<file path="src/rtl/hazard_ctrl.sv">
// hazard_ctrl: pipeline hazard controller for a 5-stage in-order core.
//
// Outputs are decoded combinationally from the state and the hazard inputs.
// The stall and flush events are also counted.
//
// Ports:
//   clk, rstn                     clock, asynchronous active-low reset
//   ID_rs1/ID_rs2, ID_use_rs1/2   source registers of the ID instruction
//   EX_rd, EX_reg_write,          destination of the EX instruction
//   EX_reg_sel
//   EX_br_taken                   branch/jump in EX resolved taken
//   EX_mdu_op, mdu_done           multi-cycle mul/div handshake inputs
//   halt_req                      debug halt request (level)
//   stall_IF/ID/EX                hold the PC / IF-ID / ID-EX registers
//   flush_ID/EX, bubble_MEM       replace IF-ID / ID-EX / EX-MEM with a NOP
//   mdu_start                     one-cycle MDU start pulse
//   halted                        core frozen in HALT
//   stall_cnt, flush_cnt          saturating event counters
module hazard_ctrl #(
  parameter int         CNT_W   = 16,
  parameter logic [2:0] MEM_OUT = 3'b001
) (
  input  logic             clk,
  input  logic             rstn,
  input  logic [4:0]       ID_rs1,
  input  logic [4:0]       ID_rs2,
  input  logic             ID_use_rs1,
  input  logic             ID_use_rs2,
  input  logic [4:0]       EX_rd,
  input  logic             EX_reg_write,
  input  logic [2:0]       EX_reg_sel,
  input  logic             EX_br_taken,
  input  logic             EX_mdu_op,
  input  logic             mdu_done,
  input  logic             halt_req,
  output logic             stall_IF,
  output logic             stall_ID,
  output logic             stall_EX,
  output logic             flush_ID,
  output logic             flush_EX,
  output logic             bubble_MEM,
  output logic             mdu_start,
  output logic             halted,
  output logic [CNT_W-1:0] stall_cnt,
  output logic [CNT_W-1:0] flush_cnt
);

  typedef enum logic [1:0] {RUN, MDU_BUSY, HALT} state_t;

  state_t state, state_nxt;
  logic   load_use;
  logic   st_if, st_id, st_ex, fl_id, fl_ex, bub_mem, start, hlt;

  // A load in EX whose result the ID instruction needs next cycle.
  assign load_use = (state == RUN) && EX_reg_write && (EX_reg_sel == MEM_OUT) &&
                    (EX_rd != 5'd0) &&
                    (((EX_rd == ID_rs1) && ID_use_rs1) ||
                     ((EX_rd == ID_rs2) && ID_use_rs2));

  always_ff @(posedge clk or negedge rstn) begin
    if (!rstn) state <= RUN;
    else       state <= state_nxt;
  end

  always_comb begin
    state_nxt = state;
    st_if     = 1'b0;
    st_id     = 1'b0;
    st_ex     = 1'b0;
    fl_id     = 1'b0;
    fl_ex     = 1'b0;
    bub_mem   = 1'b0;
    start     = 1'b0;
    hlt       = 1'b0;
    case (state)
      RUN: begin
        // A taken branch kills every younger hazard, so it is checked first.
        if (EX_br_taken) begin
          fl_id = 1'b1;
          fl_ex = 1'b1;
        end else if (EX_mdu_op) begin
          start     = 1'b1;
          {st_if, st_id, st_ex, bub_mem} = 4'b1111;
          state_nxt = MDU_BUSY;
        end else if (load_use) begin
          // The bubble injected into EX clears the hazard by the next cycle.
          st_if = 1'b1;
          st_id = 1'b1;
          fl_ex = 1'b1;
        end else if (halt_req) begin
          {st_if, st_id, st_ex, bub_mem} = 4'b1111;
          state_nxt = HALT;
        end
      end
      MDU_BUSY: begin
        // Branch, load-use and halt are held off until the MDU finishes.
        if (mdu_done) state_nxt = halt_req ? HALT : RUN;
        else          {st_if, st_id, st_ex, bub_mem} = 4'b1111;
      end
      HALT: begin
        if (halt_req) begin
          hlt = 1'b1;
          {st_if, st_id, st_ex, bub_mem} = 4'b1111;
        end else begin
          state_nxt = RUN;
        end
      end
      default: state_nxt = RUN;
    endcase
  end

  // Outputs are forced low while reset is asserted, independent of inputs.
  assign stall_IF   = st_if   & rstn;
  assign stall_ID   = st_id   & rstn;
  assign stall_EX   = st_ex   & rstn;
  assign flush_ID   = fl_id   & rstn;
  assign flush_EX   = fl_ex   & rstn;
  assign bubble_MEM = bub_mem & rstn;
  assign mdu_start  = start   & rstn;
  assign halted     = hlt     & rstn;

  always_ff @(posedge clk or negedge rstn) begin
    if (!rstn) begin
      stall_cnt <= '0;
      flush_cnt <= '0;
    end else begin
      if (stall_IF && (stall_cnt != '1))
        stall_cnt <= stall_cnt + CNT_W'(1);
      if ((flush_ID || flush_EX) && (flush_cnt != '1))
        flush_cnt <= flush_cnt + CNT_W'(1);
    end
  end

endmodule

</file>
<file path="config.mk">
export PLATFORM = sky130hd
export DESIGN_NAME = hazard_ctrl
export DESIGN_NICKNAME = d
export VERILOG_FILES = /design/src/rtl/hazard_ctrl.sv
export SDC_FILE = /design/constraint.sdc
export NUM_CORES = 1
export LEC_CHECK = 0
export CORE_UTILIZATION = 45
export CTS_BUF_LIST = sky130_fd_sc_hd__clkbuf_4 sky130_fd_sc_hd__clkbuf_8 sky130_fd_sc_hd__clkbuf_16
export CTS_CLUSTER_SIZE = 20
export DETAILED_ROUTE_END_ITERATION = 8
export PLACE_DENSITY = 0.92
export SYNTH_ARGS = -nofsm -noshare
export SYNTH_HDL_FRONTEND = slang
export SYNTH_SLANG_ARGS = --single-unit
</file>
<file path="constraint.sdc">
create_clock -name clk -period 2.3 [get_ports clk]
set_input_delay 0.345 -clock clk [delete_from_list [all_inputs] [get_ports clk]]
set_output_delay 0.345 -clock clk [all_outputs]
set_load 0.02 [all_outputs]
</file>
==> reports/summary.json <==
{
  "status": {"value": "completed"},
  "fraction_of_final_layout_cells_with_drive_strength_greater_than_1": {"value": 18.53, "unit": "%"},
  "antenna_cells": {"value": 0},
  "timing.clock.skew": {"value": 0.01026, "unit": "ns"},
  "initial_core_util": {"value": 47.11, "unit": "%"},
  "ys_dominant_reg_cell": {"value": "dfrtp_1"},
  "final-seq-area": {"value": 850.8, "unit": "µm²"},
  "gp_routability_congestion": {"value": 0.7921},
  "ctsLongestPathBuffers": {"value": 2},
  "max_cap_violations": {"value": 0},
  "worst_endpoint_required_time": {"value": 1.96, "unit": "ns"},
  "worst-setup-path-type": {"value": "primary input to output port"},
  "total_via_count_in_the_routed_design": {"value": 1757},
  "cts_root_buf": {"value": "clkbuf_8"},
  "critPathMaxFanout": {"value": 3},
  "actual_slew_at_the_worst_max_slew_pin": {"value": 0.2926, "unit": "ns"},
  "final_antenna_net_count": {"value": 0},
  "slew_headroom": {"value": 80.36, "unit": "%"},
  "grt_start_max_net_pins": {"value": 22},
  "drv_slew": {"value": 0},
  "powerDensity": {"value": 689.5, "unit": "nW/µm²"},
  "dpl.cell_count": {"value": 323},
  "number_of_global_route_vias_before_repair": {"value": 1718},
  "detailed_place_hpwl": {"value": 3.528, "unit": "mm"},
  "clock_insertion_delay_worst_skew": {"value": 0.29, "unit": "ns"},
  "area_growth": {"value": 55.31, "unit": "%"},
  "finish.net_count": {"value": 314},
  "postLayoutCoreUtil": {"value": 73.17, "unit": "%"},
  "wl": {"value": 4.826, "unit": "mm"},
  "fmaxAchievable": {"value": 439.2, "unit": "MHz"},
  "final.fill_count": {"value": 320},
  "drt-wirelength-per-cell": {"value": 14.36, "unit": "µm"},
  "io-pin-count": {"value": 67},
  "detail_route.vias_per_cell": {"value": 5.229},
  "finalHoldViolations": {"value": 0},
  "cts_tree": {"value": "yes"},
  "floorplan.die.height": {"value": 66.95, "unit": "µm"},
  "timing.critical_path.slowest_cell_delay": {"value": 0.48, "unit": "ns"},
  "ys_warn_count": {"value": 0},
  "synth_area": {"value": 1898, "unit": "µm²"},
  "layout_commonest_cell": {"value": "clkdlybuf4s50_1"},
  "p_leak": {"value": 1.309, "unit": "nW"},
  "ys_types": {"value": 38},
  "grt_usage": {"value": 23.09, "unit": "%"},
  "cts.clk_slew.worst_paths": {"value": 0.07, "unit": "ns"},
  "synth-async-reset-ratio": {"value": 100.0, "unit": "%"},
  "finish.cell_count_without_fillers": {"value": 336},
  "drc": {"value": 0},
  "timing.critical_path.cells": {"value": "clkdlybuf4s50_1 > xnor2_1 > nand4_1 > o22ai_4 > buf_4 > a21oi_2 > inv_1 > clkdlybuf4s15_2"},
  "h-tree-depth": {"value": 2},
  "worst_hold_path_type": {"value": "primary input to asynchronous set/reset pin"},
  "grt_antenna_before_repair": {"value": 0},
  "crit_path_end_kind": {"value": "output port"},
  "multi_input_comb_area": {"value": 1057, "unit": "µm²"},
  "row_count": {"value": 23},
  "drt_iter0_markers": {"value": 56},
  "clkSinkCount": {"value": 34},
  "fin_worst_hold_slack": {"value": 0.05844, "unit": "ns"},
  "syn_nets": {"value": 221},
  "commonest_non_fill_non_tap_cells_in_the_layout": {"value": "clkdlybuf4s50_1 (54), dfrtp_1 (34), xnor2_1 (25), buf_4 (23), nor2_1 (19)"},
  "full_die_area": {"value": 4482, "unit": "µm²"},
  "numCtsBuffers": {"value": 5},
  "number_of_synthesized_flops_with_an_enable_pin": {"value": 0},
  "grt_overflow": {"value": 0},
  "worstPathArrival": {"value": 1.93, "unit": "ns"},
  "critical_path.startpoint_type": {"value": "primary input"},
  "slowest_stage": {"value": "clkdlybuf4s50_1"},
  "timing.final.crit_share": {"value": 98.99, "unit": "%"},
  "synth.yosys.seq_area_share": {"value": 44.83, "unit": "%"},
  "rsz0062_at_grt": {"value": "true"},
  "final-setup-viol-count": {"value": 0},
  "synth_seq_cells": {"value": 34},
  "syn-mean-instance-area": {"value": 9.886, "unit": "µm²"},
  "synthesis.instances": {"value": 192},
  "place.port_buffers": {"value": 66},
  "wire_length_of_the_first_global_routing_pass": {"value": 7.665, "unit": "mm"},
  "layout_min_cycle_time": {"value": 2.277, "unit": "ns"},
  "die_width": {"value": 66.95, "unit": "µm"},
  "core_area": {"value": 4029, "unit": "µm²"},
  "first_pass_detailed_route_iteration_total": {"value": 4},
  "worst_ir_drop_vdd": {"value": 0.6544, "unit": "mV"}
}
-- routing by layer --
metal,vias up,part of all wire [%],global-route usage (%)
met2,60,49,40.28
li1,855,-,-
met5,-,0,0
met3,4,9.0,7.705
met4,0,1.0,8.777
met1,838,41,25.67
-- synth_stat cells, types with 2 or more instances --
cell       instances  area share [%]
nor3b_1            3             1.2
nand2_1           15             3.0
mux2_2             2             1.2
nand3b_1           4             1.6
xor2_1            13             6.0
nor2_1            19             3.8
xnor2_1           25              12
nand4bb_1          2             1.2
nand3_1           13             3.4
nand2b_1           4             1.3
dfrtp_1           34              45
a21oi_1            4             1.1
buf_4              2            0.79
nand4_1            8             2.6
nor3_1             7             1.8
and3_1             6             2.0
inv_1              6             1.2
and4_1             2            0.92
o21ai_0            3            0.79
ha_1               2             1.3
-- kinds of logic (layout without fill, tap and decap cells) --
logic type | count (synthesis) | in the layout | share of synthesized area (%)
xor gates and xnor gates | 38 | 38 | 17.53
DFF | 34 | 34 | 44.83
AOI/OAI and AO/OA | 14 | 14 | 5.340
and+or+nand+nor | 90 | 90 | 25.84
muxes | 4 | 4 | 2.307
adders and majority gates | 2 | 2 | 1.318
buffers and inverters | 10 | 104 | 2.834
-- stage by stage --
step | setup slack [ns] | power, W | setup TNS [ns] | cell area (µm²)
6_report | 0.02327 | 0.002033 | 0 | 2948
5_1_grt | -0.06561 | 0.002148 | -0.09763 | 2948
4_1_cts | 0.003593 | 0.002037 | 0 | 2898
3_5_place_dp | -0.6973 | 0.001469 | -8.027 | 2745
3_3_place_gp | -0.5972 | 0.001445 | -6.236 | 2745
2_1_floorplan | 0.03914 | 0.001124 | 0 | 1903
-- state kept, by name (all words and copies together) (netlist names) --
| name | flops |
|---|---|
| stall_cnt | 16 |
| state | 2 |
| flush_cnt | 16 |
-- report_power, final --
part | switching (W) | leakage [nW] | internal (W)
logic | 0.000317 | 0.798 | 0.000354
clock network | 0.000209 | 0.0593 | 0.000348
registers | 0.000115 | 0.452 | 0.000690
total | 0.000641 | 1.31 | 0.00139
-- cell type report --
class	count	share of cell area, %
tap	50	2.122
multi-input combinational	148	35.87
inverter	6	0.7640
clock inverter	1	1.019
sequential	34	28.86
clock buffer	7	2.844
timing repair buffer	90	28.52
-- path summary, 6_finish.rpt --
kind | from | to | slack [ns] | cells after the start
max in group asynchronous | rstn | state[0]$_DFFE_PN0P_ | 1.76 | 2
min in group clk | stall_cnt[15]$_DFFE_PN0P_ | stall_cnt[15]$_DFFE_PN0P_ | 0.50 | 1
hold / removal | rstn | flush_cnt[13]$_DFFE_PN0P_ | 0.06 | 2
setup / recovery | ID_rs1[4] | flush_EX | 0.02 | 8
setup reg to reg | state[1]$_DFFE_PN0P_ | stall_cnt[9]$_DFFE_PN0P_ | 0.17 | 7
hold reg to reg | stall_cnt[15]$_DFFE_PN0P_ | stall_cnt[15]$_DFFE_PN0P_ | 0.50 | 1
-- worst max-delay path, delay by kind of cell --
family                 cells  cell delay [ns]
AO/OA/AOI/OAI              2             0.34
XOR/XNOR                   1             0.13
buffers and inverters      4             0.95
AND/OR/NAND/NOR            1             0.17
-- timing repair --
item,4_1_cts,5_1_grt
endpoints found under the hold margin,1,0
resized for setup,41,4
buffers inserted,0,4
hold buffers,1,0
pin swaps,7,6
endpoints found under the setup margin,10,8
Power figures use the tool's default switching activity.
==> edit (same flow settings) <==
Reset style: synchronous (`rstn`), changed in 2 clocked blocks. Comments in the files are not updated.
--- a/src/rtl/hazard_ctrl.sv
+++ b/src/rtl/hazard_ctrl.sv
@@ -57,7 +57,7 @@
                     (((EX_rd == ID_rs1) && ID_use_rs1) ||
                      ((EX_rd == ID_rs2) && ID_use_rs2));
 
-  always_ff @(posedge clk or negedge rstn) begin
+  always_ff @(posedge clk) begin
     if (!rstn) state <= RUN;
     else       state <= state_nxt;
   end
@@ -119,7 +119,7 @@
   assign mdu_start  = start   & rstn;
   assign halted     = hlt     & rstn;
 
-  always_ff @(posedge clk or negedge rstn) begin
+  always_ff @(posedge clk) begin
     if (!rstn) begin
       stall_cnt <= '0;
       flush_cnt <= '0;
Formal check against the unedited RTL: differs if rstn is asserted again (counterexample within 4 cycles, from zero or initial values and one cycle with rstn low); with rstn held inactive, the same outputs for 10 cycles.
==> edit against the unedited design <==
  * Critical path depth unchanged
  * Clock skew decreased by 0.0078 ns
  * Synthesized area up 8.2%
  * Critical endpoint is now stall_EX
  * Design area increased by 2.2%
  * Sequential cell count stayed put
  * Largest cell class unchanged
  * Worst setup slack better by 0.047 ns
  * Cell count up 14%
  * Routed wire length is 14% higher
Power is not compared: it rests on default switching activity, and its combinational part moved more than twofold at a synthesized area within 25%.
==> edit: results (changes against the unedited design) <==
metric,value,unit,change
clkLatencyLatePin,0.28,ns,
wire_per_inst,14.45,µm,+0.61%
layout.nets,360,,+15%
status,"complete, no violations",,
synthArstFlopShare,0,%,-100 points
cp_max_fo,3,,unchanged
leakage,1.094,nW,
wl_met1,2254,µm,+15%
grt_max_degree,26,,+18%
wl_met3,341,µm,-21%
cts_setup_buffers,3,,+3
use_met2,40.45,%,+0.18 points
reg.largest.list,"flush_cnt (16), stall_cnt (16), state (2)",,
grt_pass1_vias,2126,,+24%
met1_usage,27.10,%,+1.4 points
netlist_instances,249,,+30%
finalNonFillerCells,382,,+14%
cp.arrival,1.88,ns,-0.05 ns
drtPass1Iterations,5,,+1
met2_length,2784,µm,+17%
nFillCells,328,,+2.5%
grt_pass1_wl,9135,µm,+19%
place_ws,-0.7523,ns,-0.05498 ns
ys_types,48,,+26%
place.gp.congestion,0.8894,,+12%
post-place-cells,374,,+16%
critPathSlowestCell,or4b_4,,
yosysSeqAreaShare,33.15,%,-12 points
final_layout_size_suffix_gt1_share,21.21,%,+2.7 points
worst_pin_slew,0.5735,ns,+0.2809 ns
num_vias,2280,,+30%
ys_top_cells_by_area,"dfxtp_1 (33%), a21oi_1 (5.9%), xnor2_1 (4.3%)",,
cpPeakStageDelay,0.50,ns,+0.02 ns
clock_skew,0.002448,ns,-0.007815 ns
synth_nets,278,,+26%
cts_resized,68,,+66%
clk_pin_slew,0.07,ns,about the same
synth_common_cells,"dfxtp_1 (34), a21oi_1 (24), nand2_1 (15), nand3_1 (14), or3_1 (13)",,
grtUsageTotal,23.07,%,about the same
grtUsageMet3,4.360,%,-3.3 points
io_buffers,66,,unchanged
hp-class,register to register,,
drt-initial-drc-count,231,,+310%
dpl.hpwl,3879,µm,+9.9%
edit: worst max-delay path: cells and delay by family:
| family | cells | cell delay, ns |
|---|---|---|
| AO/OA/AOI/OAI | 3 | 0.43 |
| AND/OR/NAND/NOR | 2 | 0.67 |
| buffers and inverters | 2 | 0.27 |
| XOR/XNOR | 1 | 0.15 |
edit: stage by stage:
| step | cell area [µm²] | power (mW) |
|---|---|---|
| after floorplan | 2053 | 0.7425 |
| after global placement | 2879 | 0.8635 |
| after detailed placement | 2879 | 0.8705 |
| after CTS | 2992 | 1.294 |
| after global routing | 3012 | 1.357 |
| final | 3012 | 1.301 |
edit: worst paths after layout:
kind	from	end	slack (ns)	cells past startpoint
hold reg to reg	flush_cnt[15]	flush_cnt[15]	0.50	2
setup / recovery	EX_rd[3]	stall_EX	0.07	8
setup reg to reg	state[0]	stall_cnt[9]	0.19	8
hold / removal	flush_cnt[15]	flush_cnt[15]	0.50	2
edit: kinds of logic after synthesis:
family / after synthesis / synth area share [%]
and+or+nand+nor: 105 / 30.16
AOI/OAI and AO/OA: 71 / 23.28
DFF: 34 / 33.15
buffers and inverters: 22 / 5.667
xor gates and xnor gates: 13 / 5.545
muxes: 2 / 0.9751
adders and majority gates: 2 / 1.219
edit: area by class of cell:
type | count | area share, %
clock buffers | 6 | 2.742
well taps | 52 | 2.160
flip-flops and latches | 34 | 22.60
repair buffers | 90 | 26.88
inverters | 7 | 0.8725
multi-input cells | 193 | 44.74
edit: report_power, final:
part,total [mW],switching (mW),internal (mW)
Clock,0.436,0.205,0.231
Combinational,0.255,0.124,0.132
Sequential,0.610,0.0126,0.597
Total,1.30,0.341,0.960
